===== src/rtl/regsel_serializer.sv =====
// Serializing one-hot encoder: merges multi-hot write requests into a pending set
// and issues one 5-bit register index per ready/valid handshake.
module regsel_serializer #(
   parameter int unsigned ROUND_ROBIN = 1
) (
   input  logic        clk,
   input  logic        rst_n,
   input  logic [31:0] req_in,
   input  logic        req_load,
   input  logic        flush,
   output logic [4:0]  sel_out,
   output logic        out_valid,
   input  logic        out_ready,
   output logic [5:0]  pending_cnt,
   output logic        busy
);

   logic [31:0] pending;
   logic [4:0]  ptr;
   logic        can_load;
   logic [4:0]  search_start;
   logic [4:0]  search_idx;
   logic        found;
   logic [4:0]  found_idx;
   logic [31:0] clear_mask;
   logic [31:0] pending_next;
   logic [5:0]  cnt_next;

   assign can_load     = !out_valid || out_ready;
   assign search_start = (ROUND_ROBIN != 0) ? ptr : 5'd0;

   // First set bit of the registered pending set, scanning upward from search_start with wrap.
   always_comb begin
      found      = 1'b0;
      found_idx  = '0;
      search_idx = '0;
      for (int unsigned i = 0; i < 32; i++) begin
         search_idx = search_start + 5'(i);
         if (!found && pending[search_idx]) begin
            found     = 1'b1;
            found_idx = search_idx;
         end
      end
   end

   // Clear is applied before the merge so a same-cycle re-request keeps the bit pending.
   always_comb begin
      clear_mask   = (can_load && found) ? (32'd1 << found_idx) : '0;
      pending_next = (pending & ~clear_mask) | (req_load ? req_in : '0);
   end

   always_comb begin
      cnt_next = '0;
      for (int unsigned i = 0; i < 32; i++) begin
         cnt_next = cnt_next + {5'd0, pending_next[i]};
      end
   end

   always_ff @(posedge clk or negedge rst_n) begin
      if (!rst_n) begin
         pending     <= '0;
         pending_cnt <= '0;
         sel_out     <= '0;
         out_valid   <= 1'b0;
         ptr         <= '0;
      end else if (flush) begin
         pending     <= '0;
         pending_cnt <= '0;
         out_valid   <= 1'b0;
         ptr         <= '0;
      end else begin
         pending     <= pending_next;
         pending_cnt <= cnt_next;
         if (can_load) begin
            if (found) begin
               sel_out   <= found_idx;
               out_valid <= 1'b1;
               if (ROUND_ROBIN != 0) begin
                  ptr <= found_idx + 5'd1;
               end
            end else begin
               out_valid <= 1'b0;
            end
         end
      end
   end

   assign busy = (pending != '0) || out_valid;

endmodule


===== config.mk =====
export PLATFORM = sky130hd
export DESIGN_NAME = regsel_serializer
export DESIGN_NICKNAME = d
export VERILOG_FILES = /design/src/rtl/regsel_serializer.sv
export SDC_FILE = /design/constraint.sdc
export NUM_CORES = 1
export LEC_CHECK = 0
export ABC_AREA = 1
export CORE_MARGIN = 4
export CORE_UTILIZATION = 42
export DETAILED_ROUTE_END_ITERATION = 16
export SETUP_SLACK_MARGIN = 0.15
export SKIP_CTS_REPAIR_TIMING = 1
export SLEW_MARGIN = 25
export SYNTH_ARGS = -nofsm -noshare
export SYNTH_HDL_FRONTEND = slang
export SYNTH_SLANG_ARGS = --single-unit

===== constraint.sdc =====
create_clock -name clk -period 13.2 [get_ports clk]
set_clock_uncertainty 0.2 [all_clocks]
set_input_delay 1.32 -clock clk [delete_from_list [all_inputs] [get_ports clk]]
set_output_delay 1.32 -clock clk [all_outputs]
set_load 0.02 [all_outputs]

==> report_table.html, run 1 <==
<table>
<tr><th>Metric</th><th>Value</th></tr>
<tr><th colspan="2">Cells and area</th></tr>
<tr><td>Leading cell type in the layout, fill and taps excluded</td><td>sky130_fd_sc_hd__nand2_1</td></tr>
<tr><td>Diode count</td><td>0</td></tr>
<tr><td>Total Nets Final</td><td>~1,300</td></tr>
<tr><td>Synthesis-to-finish area growth</td><td>11.3%</td></tr>
<tr><td>Most frequent cells in the layout</td><td>375 x sky130_fd_sc_hd__nand2_1, 224 x sky130_fd_sc_hd__nand3_1, 125 x sky130_fd_sc_hd__inv_1</td></tr>
<tr><td>Number of fill cells in the layout</td><td>1,838</td></tr>
<tr><td>Ratio of cells with drive above 1 in the final layout</td><td>0.0637</td></tr>
<tr><td>Final design utilization</td><td>0.477</td></tr>
<tr><th colspan="2">Logic synthesis</th></tr>
<tr><td>Library cell with the largest summed area after synthesis</td><td>sky130_fd_sc_hd__nand2_1</td></tr>
<tr><td>Distinct cell type count after synthesis</td><td>46</td></tr>
<tr><td>Most frequently used flop master after synthesis</td><td>sky130_fd_sc_hd__dfrtp_1</td></tr>
<tr><td>Dominant cells by area after synthesis</td><td>sky130_fd_sc_hd__nand2_1 19%, sky130_fd_sc_hd__dfrtp_1 17%, sky130_fd_sc_hd__nand3_1 15%</td></tr>
<tr><td>Post-Syn Area</td><td>about 0.0074 mm^2</td></tr>
<tr><td>Synthesized area per cell</td><td>6.06 um^2</td></tr>
<tr><td>Post-synth EDFFs</td><td>0</td></tr>
<tr><td>Gate count after technology mapping</td><td>approximately 1,200</td></tr>
<tr><td>Part of the Yosys area used for sequential elements</td><td>0.165</td></tr>
<tr><td>Synth async-reset ratio</td><td>1.00</td></tr>
<tr><td>Top cell type's share of synthesized area</td><td>0.190</td></tr>
<tr><td>Yosys warning total</td><td>0</td></tr>
<tr><td>Synthesized Nets</td><td>1,309</td></tr>
<tr><td>Register bit count reported by yosys</td><td>just under 50</td></tr>
<tr><th colspan="2">Route</th></tr>
<tr><td>Via density per instance</td><td>between 5 and 6</td></tr>
<tr><td>Detailed router's first-iteration violation count</td><td>945</td></tr>
<tr><td>Vias after detailed routing</td><td>between 8,000 and 9,000</td></tr>
<tr><td>Post-DR wirelength/cell</td><td>between 15 and 20 um</td></tr>
<tr><td>Iteration count of the initial detailed-routing pass</td><td>5</td></tr>
<tr><td>Post-Route WL</td><td>27,700 um</td></tr>
<tr><td>Post-detailed-route count of antenna-violating nets</td><td>0</td></tr>
<tr><td>Remaining DRCs</td><td>0</td></tr>
<tr><th colspan="2">Global routing</th></tr>
<tr><td>Met1 track utilization from global routing</td><td>0.371</td></tr>
<tr><td>Wire length of the first global-routing pass</td><td>43,200 um</td></tr>
<tr><td>Overflow left after global routing</td><td>0</td></tr>
<tr><td>Via count of the first global-routing pass</td><td>approximately 7,800</td></tr>
<tr><td>Initial antenna violation count</td><td>0</td></tr>
<tr><td>Layer carrying the most global-route usage</td><td>met2</td></tr>
<tr><td>Overall Global Routing Usage</td><td>0.278</td></tr>
<tr><td>Met2 track demand over resource in global routing</td><td>0.446</td></tr>
<tr><td>Largest net degree at the start of global routing</td><td>50</td></tr>
<tr><td>Met3 layer usage reported by global route</td><td>0.0427</td></tr>
<tr><th colspan="2">Setup path</th></tr>
<tr><td>Required time at the endpoint of the critical path</td><td>around 13 ns</td></tr>
<tr><td>Arrival time of data at the critical path endpoint</td><td>~11 ns</td></tr>
<tr><td>Crit-path max FO</td><td>39</td></tr>
<tr><td>Worst path max stage delay</td><td>roughly 0.64 ns</td></tr>
<tr><td>Category of the worst setup path capture point</td><td>flip-flop</td></tr>
<tr><td>Family with the most delay on the worst path</td><td>adder cells</td></tr>
<tr><td>Startpoint kind of the worst setup timing path</td><td>flip-flop</td></tr>
<tr><td>Critical path buffers and inverters</td><td>6</td></tr>
<tr><td>Library cell contributing the largest single delay on the critical path</td><td>sky130_fd_sc_hd__ha_1</td></tr>
<tr><td>Critical path class</td><td>flip-flop to flip-flop</td></tr>
<tr><th colspan="2">Floorplan</th></tr>
<tr><td>Starting Density</td><td>0.429</td></tr>
<tr><td>Cell row count</td><td>48</td></tr>
<tr><td>Chip height</td><td>~140 um</td></tr>
<tr><td>Core box area</td><td>roughly 0.017 mm^2</td></tr>
<tr><td>Die area</td><td>0.0198 mm^2</td></tr>
<tr><td>Horizontal die dimension</td><td>around 140 um</td></tr>
<tr><td>Number of I/O pins</td><td>50</td></tr>
<tr><th colspan="2">Clocking</th></tr>
<tr><td>Later-pin clock latency in the skew report</td><td>roughly 0.3 ns</td></tr>
<tr><td>Num CTS Buffers</td><td>5</td></tr>
<tr><td>CTS Root Cell</td><td>sky130_fd_sc_hd__clkbuf_16</td></tr>
<tr><td>Clk sink count</td><td>just under 50</td></tr>
<tr><td>TritonCTS clock tree</td><td>built</td></tr>
<tr><td>Maximum buffer depth of the clock tree</td><td>2</td></tr>
<tr><td>Clock Pin Slew Worst Setup and Hold Paths</td><td>around 0.07 ns</td></tr>
<tr><td>Maximum level of the CTS H-tree</td><td>2</td></tr>
<tr><th colspan="2">STA</th></tr>
<tr><td>Final Hold Vio Count</td><td>0</td></tr>
<tr><td>Worst-Margin Slew</td><td>~0.97 ns</td></tr>
<tr><td>Unrepaired setup endpoints after global routing</td><td>false</td></tr>
<tr><td>Crit share post-route</td><td>0.864</td></tr>
<tr><td>Worst slew margin</td><td>0.347</td></tr>
<tr><td>Slew Viols, Final</td><td>0</td></tr>
<tr><td>Minimum period implied by the final worst setup slack</td><td>~11 ns</td></tr>
<tr><td>Final total negative setup slack</td><td>0 ns</td></tr>
<tr><td>Final setup vio count</td><td>0</td></tr>
<tr><td>Max frequency</td><td>87.7 MHz</td></tr>
<tr><th colspan="2">Placed design</th></tr>
<tr><td>HPWL after detailed placement</td><td>between 20,000 and 25,000 um</td></tr>
<tr><td>Last weighted congestion value of the routability-driven placer</td><td>a little over 1</td></tr>
<tr><td>Number of buffers inserted by port buffering</td><td>roughly 50</td></tr>
<tr><th colspan="2">Min path</th></tr>
<tr><td>Worst Hold Class</td><td>flip-flop to flip-flop</td></tr>
<tr><th colspan="2">Outcome</th></tr>
<tr><td>Run status</td><td>complete, no violations</td></tr>
<tr><th colspan="2">Flow run</th></tr>
<tr><td>Max-cap violations</td><td>0</td></tr>
</table>
## cell usage after synthesis (5+ instances only)
library cell / instances
sky130_fd_sc_hd__nand4_4: 7
sky130_fd_sc_hd__o21ai_0: 50
sky130_fd_sc_hd__xor2_2: 5
sky130_fd_sc_hd__a31oi_1: 7
sky130_fd_sc_hd__ha_1: 25
sky130_fd_sc_hd__inv_2: 11
sky130_fd_sc_hd__nor3_1: 8
sky130_fd_sc_hd__xor2_1: 13
sky130_fd_sc_hd__and2_1: 6
sky130_fd_sc_hd__o21ai_1: 18
sky130_fd_sc_hd__nand2_2: 8
sky130_fd_sc_hd__o21a_1: 11
sky130_fd_sc_hd__a21oi_1: 48
sky130_fd_sc_hd__nand3_1: 224
sky130_fd_sc_hd__clkbuf_1: 14
sky130_fd_sc_hd__a21boi_1: 6
sky130_fd_sc_hd__nand4_1: 22
sky130_fd_sc_hd__nor2_4: 7
sky130_fd_sc_hd__nand2_1: 375
sky130_fd_sc_hd__inv_1: 125
sky130_fd_sc_hd__fa_1: 24
sky130_fd_sc_hd__nor2_1: 95
sky130_fd_sc_hd__dfrtp_1: 49
sky130_fd_sc_hd__buf_2: 19
sky130_fd_sc_hd__nand3_2: 6
## path summary, 6_finish.rpt
kind	start	end	slack [ns]	cells after the start
worst min-delay path	sel_out[4]$_DFFE_PN0P_	sel_out[4]$_DFFE_PN0P_	0.29	2
worst max register to register	ptr[0]$_DFFE_PN0P_	pending_cnt[4]$_DFF_PN0_	1.80	48
min in group asynchronous	rst_n	pending_cnt[3]$_DFF_PN0_	0.92	2
max in group asynchronous	rst_n	pending[7]$_DFF_PN0_	11.44	2
worst max-delay path	ptr[0]$_DFFE_PN0P_	pending_cnt[4]$_DFF_PN0_	1.80	48
worst min register to register	sel_out[4]$_DFFE_PN0P_	sel_out[4]$_DFFE_PN0P_	0.29	2
## worst register-to-register path, delay by kind of cell (launching register included)
family          cells  cell delay (ns)
simple gates       28             3.60
flops               1             0.32
xor+xnor            1             0.15
compound gates      2             0.67
buf+inv             6             1.34
fa+ha+maj          11             4.97
## metal layers
layer	share of wire	vias up
met2	0.45	381
met4	0.047	0
met3	0.071	86
met5	0	-
met1	0.43	3851
li1	-	4078
## cell families (layout without fill, tap and decap cells)
group,count (synthesis),count (layout),synth area share
AND/OR/NAND/NOR,775,775,0.485
buffers and inverters,180,212,0.0993
AO/OA/AOI/OAI,149,149,0.113
adder cells (fa/ha/maj),49,49,0.107
flip-flops,49,49,0.165
XOR/XNOR,21,21,0.0299
## registers in the layout, summed over array words and instances, names as in the netlist
| signal | flops |
|---|---|
| pending | 32 |
| pending_cnt | 6 |
| ptr | 5 |
| sel_out | 5 |
| out_valid | 1 |
## through the flow
stage          cells  hold slack (ns)  area (um^2)  setup slack, ns
6_report        1480            0.293         8250             1.80
5_1_grt         1480            0.332         8250            0.987
4_1_cts         1480            0.297         8250             1.92
3_5_place_dp    1473            0.281         8090             1.95
3_3_place_gp    1473            0.277         8090             2.09
2_1_floorplan   1223            0.337         7410             2.97
## area by class of cell
type	instances	area (um^2)	share of cell area
clock buffers	5	125	0.0152
clock inverters	2	35.0	0.00425
inverters	140	528	0.0640
multi-input cells	994	5450	0.661
flip-flops and latches	49	1230	0.149
well taps	225	282	0.0341
repair buffers	65	606	0.0734
Power of run 1 is left out: the tool's default activity adds up to more than one toggle a clock period on the data nets, which glitch-free logic cannot reach.
==> inputs of run 2 (changes only) <==
CELL_PAD_IN_SITES_DETAIL_PLACEMENT = 1   (was default)
CELL_PAD_IN_SITES_GLOBAL_PLACEMENT = 2   (was default)
CORE_UTILIZATION = 34   (was 42)
CTS_BUF_LIST = sky130_fd_sc_hd__clkbuf_2 sky130_fd_sc_hd__clkbuf_4 sky130_fd_sc_hd__clkbuf_8   (was default)
PLACE_DENSITY_LB_ADDON = 0.1   (was default)
==> report_table.html, run 2 (synthesis gave the netlist of run 1 again) <==
<table>
<tr><th>Metric</th><th>Value</th></tr>
<tr><th colspan="2">STA</th></tr>
<tr><td>Final setup vio count</td><td>0 (unchanged)</td></tr>
<tr><td>Worst-Margin Slew</td><td>1.02 ns (was 0.973 ns)</td></tr>
<tr><td>Slew Viols, Final</td><td>0 (unchanged)</td></tr>
<tr><td>Final Hold Vio Count</td><td>0 (unchanged)</td></tr>
<tr><td>Max frequency</td><td>88.3 MHz (was 87.7 MHz)</td></tr>
<tr><td>Unrepaired setup endpoints after global routing</td><td>false (unchanged)</td></tr>
<tr><td>Worst Hold Margin</td><td>0.317 ns (was 0.293 ns)</td></tr>
<tr><td>Final total negative setup slack</td><td>0 ns (unchanged)</td></tr>
<tr><td>Crit share post-route</td><td>0.858 (was 0.864)</td></tr>
<tr><td>Minimum period implied by the final worst setup slack</td><td>11.32 ns (was 11.40 ns)</td></tr>
<tr><td>Post-route setup slack</td><td>1.88 ns (was 1.80 ns)</td></tr>
<tr><td>Worst slew margin</td><td>0.318 (was 0.347)</td></tr>
<tr><th colspan="2">Setup path</th></tr>
<tr><td>Category of the worst setup path capture point</td><td>flip-flop (unchanged)</td></tr>
<tr><td>Arrival time of data at the critical path endpoint</td><td>11.32 ns (was 11.38 ns)</td></tr>
<tr><td>Crit-path max FO</td><td>39 (unchanged)</td></tr>
<tr><td>Critical R2R Launch</td><td>ptr[0]$_DFFE_PN0P_ (unchanged)</td></tr>
<tr><td>Worst flop-to-flop path endpoint</td><td>pending_cnt[4]$_DFF_PN0_ (unchanged)</td></tr>
<tr><td>Required time at the endpoint of the critical path</td><td>13.20 ns (was 13.18 ns)</td></tr>
<tr><td>Critical path origin</td><td>ptr[0]$_DFFE_PN0P_ (unchanged)</td></tr>
<tr><td>Worst path max stage delay</td><td>0.58 ns (was 0.64 ns)</td></tr>
<tr><td>Flop2flop setup slack</td><td>1.88 ns (was 1.80 ns)</td></tr>
<tr><td>Library cell contributing the largest single delay on the critical path</td><td>sky130_fd_sc_hd__fa_1 (was sky130_fd_sc_hd__ha_1)</td></tr>
<tr><td>Startpoint kind of the worst setup timing path</td><td>flip-flop (unchanged)</td></tr>
<tr><td>Critical path class</td><td>flip-flop to flip-flop (unchanged)</td></tr>
<tr><td>Reg2Reg Depth</td><td>50 (was 48)</td></tr>
<tr><th colspan="2">Cells and area</th></tr>
<tr><td>Registers with the most flip-flops</td><td>pending: 32 flops, pending_cnt: 6 flops (unchanged)</td></tr>
<tr><td>Most frequent cells in the layout</td><td>375 x sky130_fd_sc_hd__nand2_1, 224 x sky130_fd_sc_hd__nand3_1, 125 x sky130_fd_sc_hd__inv_1 (unchanged)</td></tr>
<tr><td>Final cell area excluding filler cells</td><td>0.00827 mm^2 (was 0.00825 mm^2)</td></tr>
<tr><td>Synthesis-to-finish area growth</td><td>11.6% (was 11.3%)</td></tr>
<tr><td>Leading cell type in the layout, fill and taps excluded</td><td>sky130_fd_sc_hd__nand2_1 (unchanged)</td></tr>
<tr><td>Largest reg by FF count</td><td>pending (unchanged)</td></tr>
<tr><td>Total Nets Final</td><td>1,341 (unchanged)</td></tr>
<tr><td>Diode count</td><td>0 (unchanged)</td></tr>
<tr><td>Flip-flop count of the largest register, all copies and words added</td><td>32 (unchanged)</td></tr>
<tr><td>Ratio of cells with drive above 1 in the final layout</td><td>0.0653 (was 0.0637)</td></tr>
<tr><th colspan="2">Floorplan</th></tr>
<tr><td>Die area</td><td>0.0242 mm^2 (was 0.0198 mm^2)</td></tr>
<tr><td>Horizontal die dimension</td><td>156 um (was 141 um)</td></tr>
<tr><td>Starting Density</td><td>0.349 (was 0.429)</td></tr>
<tr><td>Chip height</td><td>156 um (was 141 um)</td></tr>
<tr><td>Number of I/O pins</td><td>50 (unchanged)</td></tr>
<tr><td>Cell row count</td><td>53 (was 48)</td></tr>
<tr><td>Core box area</td><td>0.0212 mm^2 (was 0.0173 mm^2)</td></tr>
<tr><th colspan="2">Clocking</th></tr>
<tr><td>Later-pin clock latency in the skew report</td><td>0.32 ns (was 0.30 ns)</td></tr>
<tr><td>CTS Root Cell</td><td>sky130_fd_sc_hd__clkbuf_8 (was sky130_fd_sc_hd__clkbuf_16)</td></tr>
<tr><td>Num CTS Buffers</td><td>5 (unchanged)</td></tr>
<tr><td>Maximum buffer depth of the clock tree</td><td>2 (unchanged)</td></tr>
<tr><td>Clk sink count</td><td>49 (unchanged)</td></tr>
<tr><td>Clock Pin Slew Worst Setup and Hold Paths</td><td>0.10 ns (was 0.07 ns)</td></tr>
<tr><td>TritonCTS clock tree</td><td>built (unchanged)</td></tr>
<tr><td>Maximum level of the CTS H-tree</td><td>2 (unchanged)</td></tr>
<tr><th colspan="2">Route</th></tr>
<tr><td>Vias after detailed routing</td><td>8,361 (was 8,396)</td></tr>
<tr><td>Via density per instance</td><td>5.46 (was 5.67)</td></tr>
<tr><td>Post-detailed-route count of antenna-violating nets</td><td>0 (unchanged)</td></tr>
<tr><td>Remaining DRCs</td><td>0 (unchanged)</td></tr>
<tr><td>Post-Route WL</td><td>32,500 um (was 27,700 um)</td></tr>
<tr><td>Post-DR wirelength/cell</td><td>21.2 um (was 18.7 um)</td></tr>
<tr><td>Iteration count of the initial detailed-routing pass</td><td>5 (unchanged)</td></tr>
<tr><td>Detailed router's first-iteration violation count</td><td>472 (was 945)</td></tr>
<tr><th colspan="2">Min path</th></tr>
<tr><td>HP Start</td><td>sel_out[4]$_DFFE_PN0P_ (unchanged)</td></tr>
<tr><td>Hold path depth</td><td>2 (unchanged)</td></tr>
<tr><td>Worst Hold Class</td><td>flip-flop to flip-flop (unchanged)</td></tr>
<tr><td>Sink of the worst hold path</td><td>sel_out[4]$_DFFE_PN0P_ (unchanged)</td></tr>
<tr><th colspan="2">Outcome</th></tr>
<tr><td>Run status</td><td>complete, no violations (unchanged)</td></tr>
<tr><th colspan="2">Global routing</th></tr>
<tr><td>Via count of the first global-routing pass</td><td>8,433 (was 7,756)</td></tr>
<tr><td>Wire length of the first global-routing pass</td><td>49,800 um (was 43,200 um)</td></tr>
<tr><td>Initial antenna violation count</td><td>0 (unchanged)</td></tr>
<tr><td>Overflow left after global routing</td><td>0 (unchanged)</td></tr>
<tr><td>Overall Global Routing Usage</td><td>0.268 (was 0.278)</td></tr>
<tr><td>Largest net degree at the start of global routing</td><td>50 (unchanged)</td></tr>
<tr><th colspan="2">Placed design</th></tr>
<tr><td>Placement Cell Area</td><td>0.00815 mm^2 (was 0.00809 mm^2)</td></tr>
<tr><td>Pre-CTS setup slack</td><td>1.88 ns (was 1.95 ns)</td></tr>
<tr><td>HPWL after detailed placement</td><td>26,900 um (was 22,700 um)</td></tr>
<tr><td>Last weighted congestion value of the routability-driven placer</td><td>0.913 (was 1.03)</td></tr>
<tr><td>Number of buffers inserted by port buffering</td><td>49 (unchanged)</td></tr>
<tr><th colspan="2">Flow run</th></tr>
<tr><td>Max-cap violations</td><td>0 (unchanged)</td></tr>
</table>
-- run 2: cell count changes in the layout (fill, tap and decap cells not counted) --
cell and change:
sky130_fd_sc_hd__clkdlybuf4s50_1 -1, sky130_fd_sc_hd__clkbuf_8 +6, sky130_fd_sc_hd__clkinv_2 -1, sky130_fd_sc_hd__clkbuf_4 +1, sky130_fd_sc_hd__clkbuf_16 -5, sky130_fd_sc_hd__buf_2 +1
-- run 2: cell type report --
| class | instances | area [um^2] |
|---|---|---|
| fill | 2894 | 13000 |
| timing repair buffer | 65 | 601 |
| clock buffer | 7 | 90.1 |
| tap | 275 | 344 |
| sequential | 49 | 1230 |
| clock inverter | 1 | 30.0 |
| inverter | 140 | 528 |
| multi-input combinational | 994 | 5450 |
-- run 2: critical path, delay by kind of cell (launching register included) --
family,cells,cell delay [ns]
DFF,1,0.37
and+or+nand+nor,28,3.68
adders and majority gates,11,4.74
xor gates and xnor gates,1,0.15
AOI/OAI and AO/OA,2,0.65
buffers and inverters,8,1.40
-- run 2: per-layer routing --
layer	vias to the layer above	GRT usage	wire length, um
met5	-	0	0
met4	0	0.111	1480
met3	53	0.0161	1200
met2	213	0.458	15600
met1	4036	0.353	14200
li1	4059	-	-
-- run 2: worst max-delay path by stage --
stage	to	depth (start not counted)
2_1_floorplan	pending_cnt[4]$_DFF_PN0_	56
3_3_place_gp	pending_cnt[4]$_DFF_PN0_	50
3_5_place_dp	pending_cnt[4]$_DFF_PN0_	50
4_1_cts	pending_cnt[4]$_DFF_PN0_	50
5_1_grt	pending_cnt[4]$_DFF_PN0_	50
6_report	pending_cnt[4]$_DFF_PN0_	50
-- run 2: stage by stage --
stage	utilization	cells
final	0.390	1531
after global routing	0.390	1531
after detailed placement	0.384	1523
after CTS	0.390	1531
after floorplan	-	1223
after global placement	0.384	1523
Power of run 2 is left out for the same reason.
